### src/rtl/snake_body_tracker_if.sv
// Snake tracker bus: move controls from the game controller and the body /
// status view that the apple generator and display consume.
//   start, step, dir, apple_xy : controller -> tracker
//   body, length               : tracker -> consumers (body[0] = head)
//   goodColl, badColl, alive   : tracker -> consumers (status)
// master = controller side, slave = tracker side.
interface snake_body_tracker_if #(
  parameter int MAX_LEN = 50
);
  logic                      start;
  logic                      step;
  logic [1:0]                dir;
  logic [7:0]                apple_xy;
  logic [MAX_LEN-1:0][7:0]   body;
  logic [5:0]                length;
  logic                      goodColl;
  logic                      badColl;
  logic                      alive;

  modport master (
    output start, step, dir, apple_xy,
    input  body, length, goodColl, badColl, alive
  );

  modport slave (
    input  start, step, dir, apple_xy,
    output body, length, goodColl, badColl, alive
  );
endinterface

### src/rtl/snake_body_tracker.sv
// Snake body tracker: holds head/body coordinates ({x,y} nibbles, 16x16 grid),
// moves one cell per step pulse, grows when the head lands on the apple and
// detects wall/self collisions.
// Ports:
//   clk   - system clock, all logic on posedge
//   reset - synchronous active-high reset, overrides everything
//   bus   - snake_body_tracker_if.slave (controls in, body/status out)
// All outputs are registered and change the cycle after the step that causes them.
module snake_body_tracker #(
  parameter int         MAX_LEN   = 50,
  parameter int         INIT_LEN  = 3,
  parameter logic [7:0] INIT_HEAD = 8'h58
) (
  input  logic                  clk,
  input  logic                  reset,
  snake_body_tracker_if.slave   bus
);

  typedef enum logic [1:0] {S_IDLE, S_RUN, S_DEAD} state_t;

  state_t                  state_q;
  logic [1:0]              cur_dir_q;
  logic [MAX_LEN-1:0][7:0] body_q;
  logic [5:0]              len_q;
  logic                    good_q;
  logic                    bad_q;
  logic                    alive_q;

  logic [MAX_LEN-1:0][7:0] init_body;
  logic [MAX_LEN-1:0][7:0] body_d;
  logic [5:0]              len_d;
  logic [1:0]              dir_eff;
  logic [3:0]              hx, hy;
  logic [7:0]              new_head;
  logic [7:0]              tail_d;
  logic                    wall_hit, self_hit, grow;

  // Reset image: a horizontal line trailing left of the head; slots past the
  // tail repeat the tail so no free cell is ever named.
  genvar gi;
  generate
    for (gi = 0; gi < MAX_LEN; gi++) begin : g_init
      localparam int IDX = (gi < INIT_LEN) ? gi : INIT_LEN - 1;
      assign init_body[gi] = {4'(int'(INIT_HEAD[7:4]) - IDX), INIT_HEAD[3:0]};
    end
  endgenerate

  always_comb begin
    // A direct reversal would fold the head into the neck; keep the old heading.
    dir_eff  = (bus.dir == {cur_dir_q[1], ~cur_dir_q[0]}) ? cur_dir_q : bus.dir;
    hx       = body_q[0][7:4];
    hy       = body_q[0][3:0];
    wall_hit = 1'b0;
    case (dir_eff)
      2'b00:   begin wall_hit = (hy == 4'd0);  hy = hy - 4'd1; end
      2'b01:   begin wall_hit = (hy == 4'd15); hy = hy + 4'd1; end
      2'b10:   begin wall_hit = (hx == 4'd0);  hx = hx - 4'd1; end
      default: begin wall_hit = (hx == 4'd15); hx = hx + 4'd1; end
    endcase
    new_head = {hx, hy};
    grow     = (new_head == bus.apple_xy);

    // The tail cell is free to enter only if the tail actually moves away.
    self_hit = 1'b0;
    for (int i = 0; i < MAX_LEN; i++) begin
      if (i < int'(len_q) && (grow || i != int'(len_q) - 1) && body_q[i] == new_head)
        self_hit = 1'b1;
    end

    len_d  = (grow && len_q != 6'(MAX_LEN)) ? len_q + 6'd1 : len_q;
    // New tail sits at slot len_d-1, which after the shift holds body_q[len_d-2].
    tail_d = body_q[len_d - 6'd2];
  end

  generate
    for (gi = 0; gi < MAX_LEN; gi++) begin : g_shift
      if (gi == 0) begin : g_head
        assign body_d[gi] = new_head;
      end else begin : g_tail
        assign body_d[gi] = (gi >= int'(len_d) - 1) ? tail_d : body_q[gi-1];
      end
    end
  endgenerate

  always_ff @(posedge clk) begin
    if (reset) begin
      state_q   <= S_IDLE;
      cur_dir_q <= 2'b11;
      body_q    <= init_body;
      len_q     <= 6'(INIT_LEN);
      good_q    <= 1'b0;
      bad_q     <= 1'b0;
      alive_q   <= 1'b1;
    end else begin
      good_q <= 1'b0;
      case (state_q)
        S_IDLE: if (bus.start) state_q <= S_RUN;
        S_RUN: begin
          if (bus.step) begin
            cur_dir_q <= dir_eff;
            if (wall_hit || self_hit) begin
              // Collision wins over eating: body and length stay as they were.
              bad_q   <= 1'b1;
              alive_q <= 1'b0;
              state_q <= S_DEAD;
            end else begin
              body_q <= body_d;
              len_q  <= len_d;
              good_q <= grow;
            end
          end
        end
        default: ;
      endcase
    end
  end

  assign bus.body     = body_q;
  assign bus.length   = len_q;
  assign bus.goodColl = good_q;
  assign bus.badColl  = bad_q;
  assign bus.alive    = alive_q;

endmodule
### src/flat_wrapper.sv
// flat-port wrapper written by rule: the top's interface ports become plain ports
module snake_body_tracker_flat 
#(
  parameter int         MAX_LEN   = 50,
  parameter int         INIT_LEN  = 3,
  parameter logic [7:0] INIT_HEAD = 8'h58
)
  (clk, reset, bus_start, bus_step, bus_dir, bus_apple_xy, bus_body, bus_length, bus_goodColl, bus_badColl, bus_alive);
  snake_body_tracker_if #(.MAX_LEN(MAX_LEN)) bus_i ();
  input  logic clk;
  input  logic reset;
  input wire logic [$bits(bus_i.start)-1:0] bus_start;
  input wire logic [$bits(bus_i.step)-1:0] bus_step;
  input wire logic [$bits(bus_i.dir)-1:0] bus_dir;
  input wire logic [$bits(bus_i.apple_xy)-1:0] bus_apple_xy;
  output wire logic [$bits(bus_i.body)-1:0] bus_body;
  output wire logic [$bits(bus_i.length)-1:0] bus_length;
  output wire logic [$bits(bus_i.goodColl)-1:0] bus_goodColl;
  output wire logic [$bits(bus_i.badColl)-1:0] bus_badColl;
  output wire logic [$bits(bus_i.alive)-1:0] bus_alive;
  assign bus_i.start = bus_start;
  assign bus_i.step = bus_step;
  assign bus_i.dir = bus_dir;
  assign bus_i.apple_xy = bus_apple_xy;
  assign bus_body = bus_i.body;
  assign bus_length = bus_i.length;
  assign bus_goodColl = bus_i.goodColl;
  assign bus_badColl = bus_i.badColl;
  assign bus_alive = bus_i.alive;
  snake_body_tracker #(.MAX_LEN(MAX_LEN), .INIT_LEN(INIT_LEN), .INIT_HEAD(INIT_HEAD)) u_core (.clk(clk), .reset(reset), .bus(bus_i));
endmodule
### config.mk
export PLATFORM = sky130hd
export DESIGN_NAME = snake_body_tracker_flat
export DESIGN_NICKNAME = d
export VERILOG_FILES = /design/src/rtl/snake_body_tracker_if.sv /design/src/rtl/snake_body_tracker.sv /design/src/flat_wrapper.sv
export SDC_FILE = /design/constraint.sdc
export NUM_CORES = 2
export LEC_CHECK = 0
export ABC_CLOCK_PERIOD_IN_PS = 8600
export BUFFER_PORTS_ARGS = -buffer_cell sky130_fd_sc_hd__buf_4
export CORE_ASPECT_RATIO = 2
export CORE_MARGIN = 2
export CORE_UTILIZATION = 40
export DETAILED_ROUTE_END_ITERATION = 10
export PLACE_DENSITY = 0.72
export REMOVE_ABC_BUFFERS = 1
export SLEW_MARGIN = 25
export SYNTH_ARGS = -nofsm -noshare
export SYNTH_HDL_FRONTEND = slang
export SYNTH_SLANG_ARGS = --single-unit
### constraint.sdc
create_clock -name clk -period 8.6 [get_ports clk]
set_clock_uncertainty 0.2 [all_clocks]
set_input_delay 1.29 -clock clk [delete_from_list [all_inputs] [get_ports clk]]
set_output_delay 1.29 -clock clk [all_outputs]
set_load 0.02 [all_outputs]
* Yosys cells after proc, flatten, opt, wreduce, memory -nomap -nowiden
Index checks and enable logic that the tools add are counted.
Storage, ports and cells: flip-flop bits (word level) 413, input port bits 14, logic and storage cells 552
Cells by class: add/subtract/negate cells 8, $lt $le $gt $ge 100, equal/unequal tests 110, muxes and demuxes 110, bitwise operators 4, reduce and logical (&&, ||, !) cells 164
Operator list (count):
- $ge 7x32->1 const A | 18
- $ne 7x32->1 const A | 18
- $ge 6x32->1 const A | 16
- $ne 6x32->1 const A | 16
- $eq 8x8->1 | 51
- $mux 8 | 50
- $ge 5x32->1 const A | 8
- $ne 5x32->1 const A | 8
- $ge 4x32->1 const A | 4
- $ne 4x32->1 const A | 4
- $lt 6x6->1 const A | 18
- $logic_and 1x1->1 | 101
- $lt 5x6->1 const A | 16
- $ge 3x32->1 const A | 2
- $ne 3x32->1 const A | 2
- $logic_or 1x1->1 | 51
- $mux 1 | 50
- $bmux 8 s6 | 1
- $lt 4x6->1 const A | 8
- $ge 2x32->1 const A | 1
- $ne 2x32->1 const A | 1
- $reduce_bool 32->1 | 1
- $lt 3x6->1 const A | 4
- $pmux 4 s2 | 2
- 28 further kinds | 45

* Depth between registers and ports, before layout
word-level depth 64, mapped depth 31, gate-level depth less buffers 23

* Worst setup path before layout
No wires, ideal clock.
path type input to register, from in bus_dir[1], to reg u_core.body_q (netlist bit u_core.bus.body[181]), setup time 0.120 ns, arrival 7.949 ns, slack 0.331 ns, stages on the path 29, path buffers 10, path through buf_2 buf_2 clkbuf_1 clkbuf_1 clkbuf_1 or2_2 inv_1 fa_1 xnor3_1 or4_4 a22oi_4 nand3_1 or3_1 xnor2_2 inv_1 ha_1 clkbuf_1 inv_1 o21ai_0 a21oi_1 or2_1 clkbuf_1 clkbuf_1 o41ai_1 o21a_1 buf_2 buf_2 a211oi_1 a211o_1
Between the ends: cells in the longest elaborated chain, start to end 62, elaborated cells on any way between the ends 271
RTL lines:
- start: declaration | RTL line flat_wrapper.sv:14 | input wire logic [$bits(bus_i.dir)-1:0] bus_dir;
- $eq 2x2->1 | RTL line snake_body_tracker.sv:50 | dir_eff = (bus.dir == {cur_dir_q[1], ~cur_dir_q[0]}) ? cur_dir_q : bus.dir;
- $mux 2 * | RTL line snake_body_tracker.sv:50
- $eq 2x1->1 or $logic_not 2->1 (tied branches) | RTL line snake_body_tracker.sv:54 | case (dir_eff)
- $reduce_or 2->1 (no source line)
- $pmux 4 s2 | RTL line snake_body_tracker.sv:54
- $eq 8x8->1 | RTL line snake_body_tracker.sv:61 | grow = (new_head == bus.apple_xy);
- $logic_or 1x1->1 | RTL line snake_body_tracker.sv:66 | if (i < int'(len_q) && (grow || i != int'(len_q) - 1) && body_q[i] == new_head)
- $logic_and 1x1->1 (2 in a row) | RTL line snake_body_tracker.sv:66
- $mux 1 (50 in a row) | RTL line snake_body_tracker.sv:66
- $logic_or 1x1->1 | RTL line snake_body_tracker.sv:101 | if (wall_hit || self_hit) begin
- $not 1->1 (no source line)
- $reduce_and 3->1 (no source line)
- end signal: assignment | RTL line snake_body_tracker.sv:89 | body_q <= init_body;
- end signal: assignment | RTL line snake_body_tracker.sv:107 | body_q <= body_d;
- end: declaration | RTL line snake_body_tracker.sv:23 | logic [MAX_LEN-1:0][7:0] body_q;
Every way passes the cells marked *; elsewhere a longest branch is shown, timed or not. The select of a mux whose other input is x is not followed. A chain may end at the register's enable or synchronous reset.

* Worst setup path after layout
from in bus_dir[1], to reg u_core.body_q (netlist bit u_core.bus.body[268])
The elaborated chain is that of the path after synthesis.

==> run summary <==
The congestion estimate from routability-driven global placement came to 1.13. Once placement completed, the tool counted placed cells totaling 5103. Synthesis inferred 413 register bits.

Across all layers, the routed design uses 37900 vias. Dividing the detail-routed wire length by the instance count gives 41.3 um. After clock tree synthesis, the setup repair step added 0 buffers.

The run gives 3 as the maximum number of buffers from clock root to sink. TritonCTS built the clock tree. Of all nets on the critical path, the largest fanout is 13. For the finished layout, the period the worst path requires is 8.22 ns. The die is 210 um wide. The area added between synthesis and finish is 20.2%.

423 I/O pins were placed. Once the clock tree was built, the resizer swapped 0 gates to a different size. The net total in the final layout was 4117; the share of the yosys chip area belonging to registers was 0.244.

The netlist area before placement was 33900 sq um; the share of flip-flops with an asynchronous set or reset was 0. The run finished with clean final reports. For this block, the initial DRC count from the detailed router was 5645.

Detailed placement ended at an HPWL of 154000 um. The die covers 87100 sq um. The number of input and output port buffers inserted is 422, and the worst-skew pair later-pin latency is 0.68 ns. Dividing total power by cell area gives a power density of 167 nW/um^2.

For this run, the top clock speed supported by timing is 122 MHz. Post-route clock period utilization: 0.955. The first-pass GRT wire length is 294000 um. For this run, the leading register cell type out of synthesis is sky130_fd_sc_hd__dfxtp_1.

The number of core rows was 150. Data on the critical path is required at its endpoint by 8.93 ns. The clock drives 413 sinks. Highest ir drop seen on vdd: 0.000162 V. After clock tree synthesis, the clock-pin slew on the worst setup and hold paths is 0.07 ns.

In this run the worst hold path is classified as reg2reg. The tools report the first-pass iteration count of the detailed router as 5. Clock tree synthesis selected as its root buffer the cell sky130_fd_sc_hd__clkbuf_16. The overall fraction of global-route tracks in use was 0.482. Final core utilization: 0.486.

The kind of capture point of the worst setup path is a flip-flop. For the count of unresolved DRC violations after routing, the log shows 0. The normalized max-slew margin is 0.244.

The count of nets left with antenna violations once routing finished came out at 0. The run gives 117 as the distinct cell type count after synthesis. The via count of the first global-routing pass was 35500; the number of antenna violations at the first check in global routing was 17. At the pin with the least slew margin, the transition time is 1.12 ns. Summed over all cells, the static leakage comes to 0.0168 uW. Entering global routing, the biggest net connects 112 pins. For the number of max-slew violations in the final report, the log shows 0. The worst setup path is launched from a primary input.

The tools report the number of buffers created by CTS as 43. The die outline height is 415 um, and the effective utilization at floorplan is 0.404. The fraction of final layout cells sized beyond drive strength 1 is 0.249. The run gives 83700 sq um as the core box area.

The setup-violating endpoint count in the final report is 0. For the worst endpoint data arrival time, the log shows 8.55 ns. Global routing finished with a remaining overflow of 0. Start-to-end type of the worst setup path: in2reg.

The logs give 214000 um for the final wirelength and 3765 for the synthesized netlist cell count. Max-capacitance violation count: 0. The tools report the maximum level of the CTS H-tree as 2. Setup repair after global routing left no endpoint under its margin. The number of enable flip-flop cells after synthesis is 0, and the detailed-route vias per instance is 7.30. The number of hold buffers added after CTS came out at 0. The average instance in the mapped netlist occupies 8.99 sq um. For this run, the number of standard cells in the final layout without fillers is 5195.

The count of final hold-check violations is 0. Summing internal, switching and leakage power gives 6780 uW. For this run, the number of Yosys warnings is 0.
==> synth_stat cells (all sizes together) (32+ instances only) <==
cell / number / area [sq um]
clkbuf: 199 / 747
xor2: 156 / 1370
inv: 60 / 225
dfxtp: 413 / 8270
a31oi: 43 / 282
o22ai: 53 / 332
mux2i: 187 / 1880
a22o: 95 / 832
buf: 203 / 1040
a21oi: 205 / 1040
nand3: 106 / 556
a2111oi: 35 / 332
nand2: 170 / 653
nor4: 55 / 390
nand4: 41 / 284
o21ai: 93 / 473
xnor2: 214 / 1930
xnor3: 85 / 1920
o2bb2ai: 108 / 946
nor3: 89 / 478
o211ai: 41 / 308
a211oi: 115 / 878
a211o: 100 / 876
mux2: 32 / 368
mux4: 122 / 2750
nor2: 349 / 1320
==> power by group <==
part / leakage (uW) / internal [uW] / switching, uW
sequential: 0.00336 / 2020 / 291
combinational: 0.0128 / 898 / 1520
clock: 0.000695 / 1090 / 971
total: 0.0168 / 4000 / 2780
==> critical path, stage by stage <==
cell                        delay (ns)
sky130_fd_sc_hd__buf_4            0.13
sky130_fd_sc_hd__xor2_1           0.19
sky130_fd_sc_hd__mux2i_2          0.26
sky130_fd_sc_hd__or2_2            0.17
sky130_fd_sc_hd__inv_1            0.06
sky130_fd_sc_hd__fa_2             0.34
sky130_fd_sc_hd__xnor3_1          0.37
sky130_fd_sc_hd__or4_4            0.50
sky130_fd_sc_hd__a22oi_4          0.22
sky130_fd_sc_hd__buf_4            0.28
sky130_fd_sc_hd__nand2_4          0.18
sky130_fd_sc_hd__o31ai_4          0.28
sky130_fd_sc_hd__and2_1           0.44
sky130_fd_sc_hd__ha_1             0.49
sky130_fd_sc_hd__inv_1            0.20
sky130_fd_sc_hd__nor2_1           0.13
sky130_fd_sc_hd__a21oi_1          0.23
sky130_fd_sc_hd__nor3_2           0.42
sky130_fd_sc_hd__buf_4            0.23
sky130_fd_sc_hd__nor2_1           0.11
sky130_fd_sc_hd__buf_4            0.27
sky130_fd_sc_hd__o31ai_2          0.47
sky130_fd_sc_hd__nor2_1           0.07
sky130_fd_sc_hd__a2111oi_0        0.90
sky130_fd_sc_hd__buf_4            0.23
sky130_fd_sc_hd__a21oi_1          0.04
==> placed cells by master (no fill, tap or decap), types with 57 or more instances in the layout <==
| cell | count |
|---|---|
| sky130_fd_sc_hd__a21oi_1 | 200 |
| sky130_fd_sc_hd__nor3_1 | 84 |
| sky130_fd_sc_hd__mux2i_1 | 184 |
| sky130_fd_sc_hd__nand2_1 | 167 |
| sky130_fd_sc_hd__dfxtp_1 | 404 |
| sky130_fd_sc_hd__nor2_1 | 345 |
| sky130_fd_sc_hd__a211oi_1 | 112 |
| sky130_fd_sc_hd__nand3_1 | 103 |
| sky130_fd_sc_hd__buf_4 | 640 |
| sky130_fd_sc_hd__o21ai_0 | 78 |
| sky130_fd_sc_hd__xor2_1 | 155 |
| sky130_fd_sc_hd__a211o_1 | 100 |
| sky130_fd_sc_hd__o2bb2ai_1 | 108 |
| sky130_fd_sc_hd__xnor2_1 | 207 |
| sky130_fd_sc_hd__inv_1 | 57 |
| sky130_fd_sc_hd__mux4_2 | 122 |
| sky130_fd_sc_hd__xnor3_1 | 84 |
| sky130_fd_sc_hd__a22o_1 | 95 |
==> layout make-up <==
type,instances,area [sq um]
fill,8042,43000
multi-input combinational,2888,23800
sequential,413,8290
timing repair buffer,677,5520
tap,1064,1330
clock buffer,56,1210
inverter,62,233
clock inverter,19,205
antenna,16,40.0
==> kinds of logic after synthesis <==
| family | synth area share |
|---|---|
| flip-flops | 0.244 |
| XOR/XNOR | 0.154 |
| AND/OR/NAND/NOR | 0.138 |
| multiplexers | 0.148 |
| adder cells (fa/ha/maj) | 0.00739 |
| buffers and inverters | 0.0595 |
| AO/OA/AOI/OAI | 0.249 |
==> metal layers <==
layer,wire length [um],global-route usage,vias to the layer above
met3,24500,0.162,1232
met1,68600,0.508,18500
met4,26900,0.479,6
li1,-,-,14900
met2,94300,0.738,3288
met5,42,0,-
==> sequential cells by signal (all words and copies together) (netlist names) <==
name,count
u_core.state_q,2
u_core.bus.alive,1
u_core.cur_dir_q,2
u_core.bus.length,6
u_core.bus.body,400
u_core.bus.badColl,1
u_core.bus.goodColl,1
==> per-stage QoR <==
stage          area (sq um)  hold WS [ns]  setup WS, ns  TNS [ns]
2_1_floorplan         32100         0.238        -14.62  -4238.53
3_3_place_gp          39200         0.240        -0.209    -0.209
3_5_place_dp          39200         0.251       -0.0795    -0.721
4_1_cts               40600         0.266         0.505         0
5_1_grt               40600         0.275         0.149         0
6_report              40700         0.268         0.383         0
==> worst paths after layout <==
path | startpoint | end | slack (ns) | cells past startpoint
max | bus_dir[1] | u_core.bus.body[268] | 0.38 | 26
min | u_core.bus.alive | u_core.bus.alive | 0.27 | 1
min reg2reg | u_core.bus.alive | u_core.bus.alive | 0.27 | 1
max reg2reg | u_core.bus.body[0] | u_core.bus.body[268] | 0.77 | 22
Note: power is estimated with default switching activity, not from simulation.
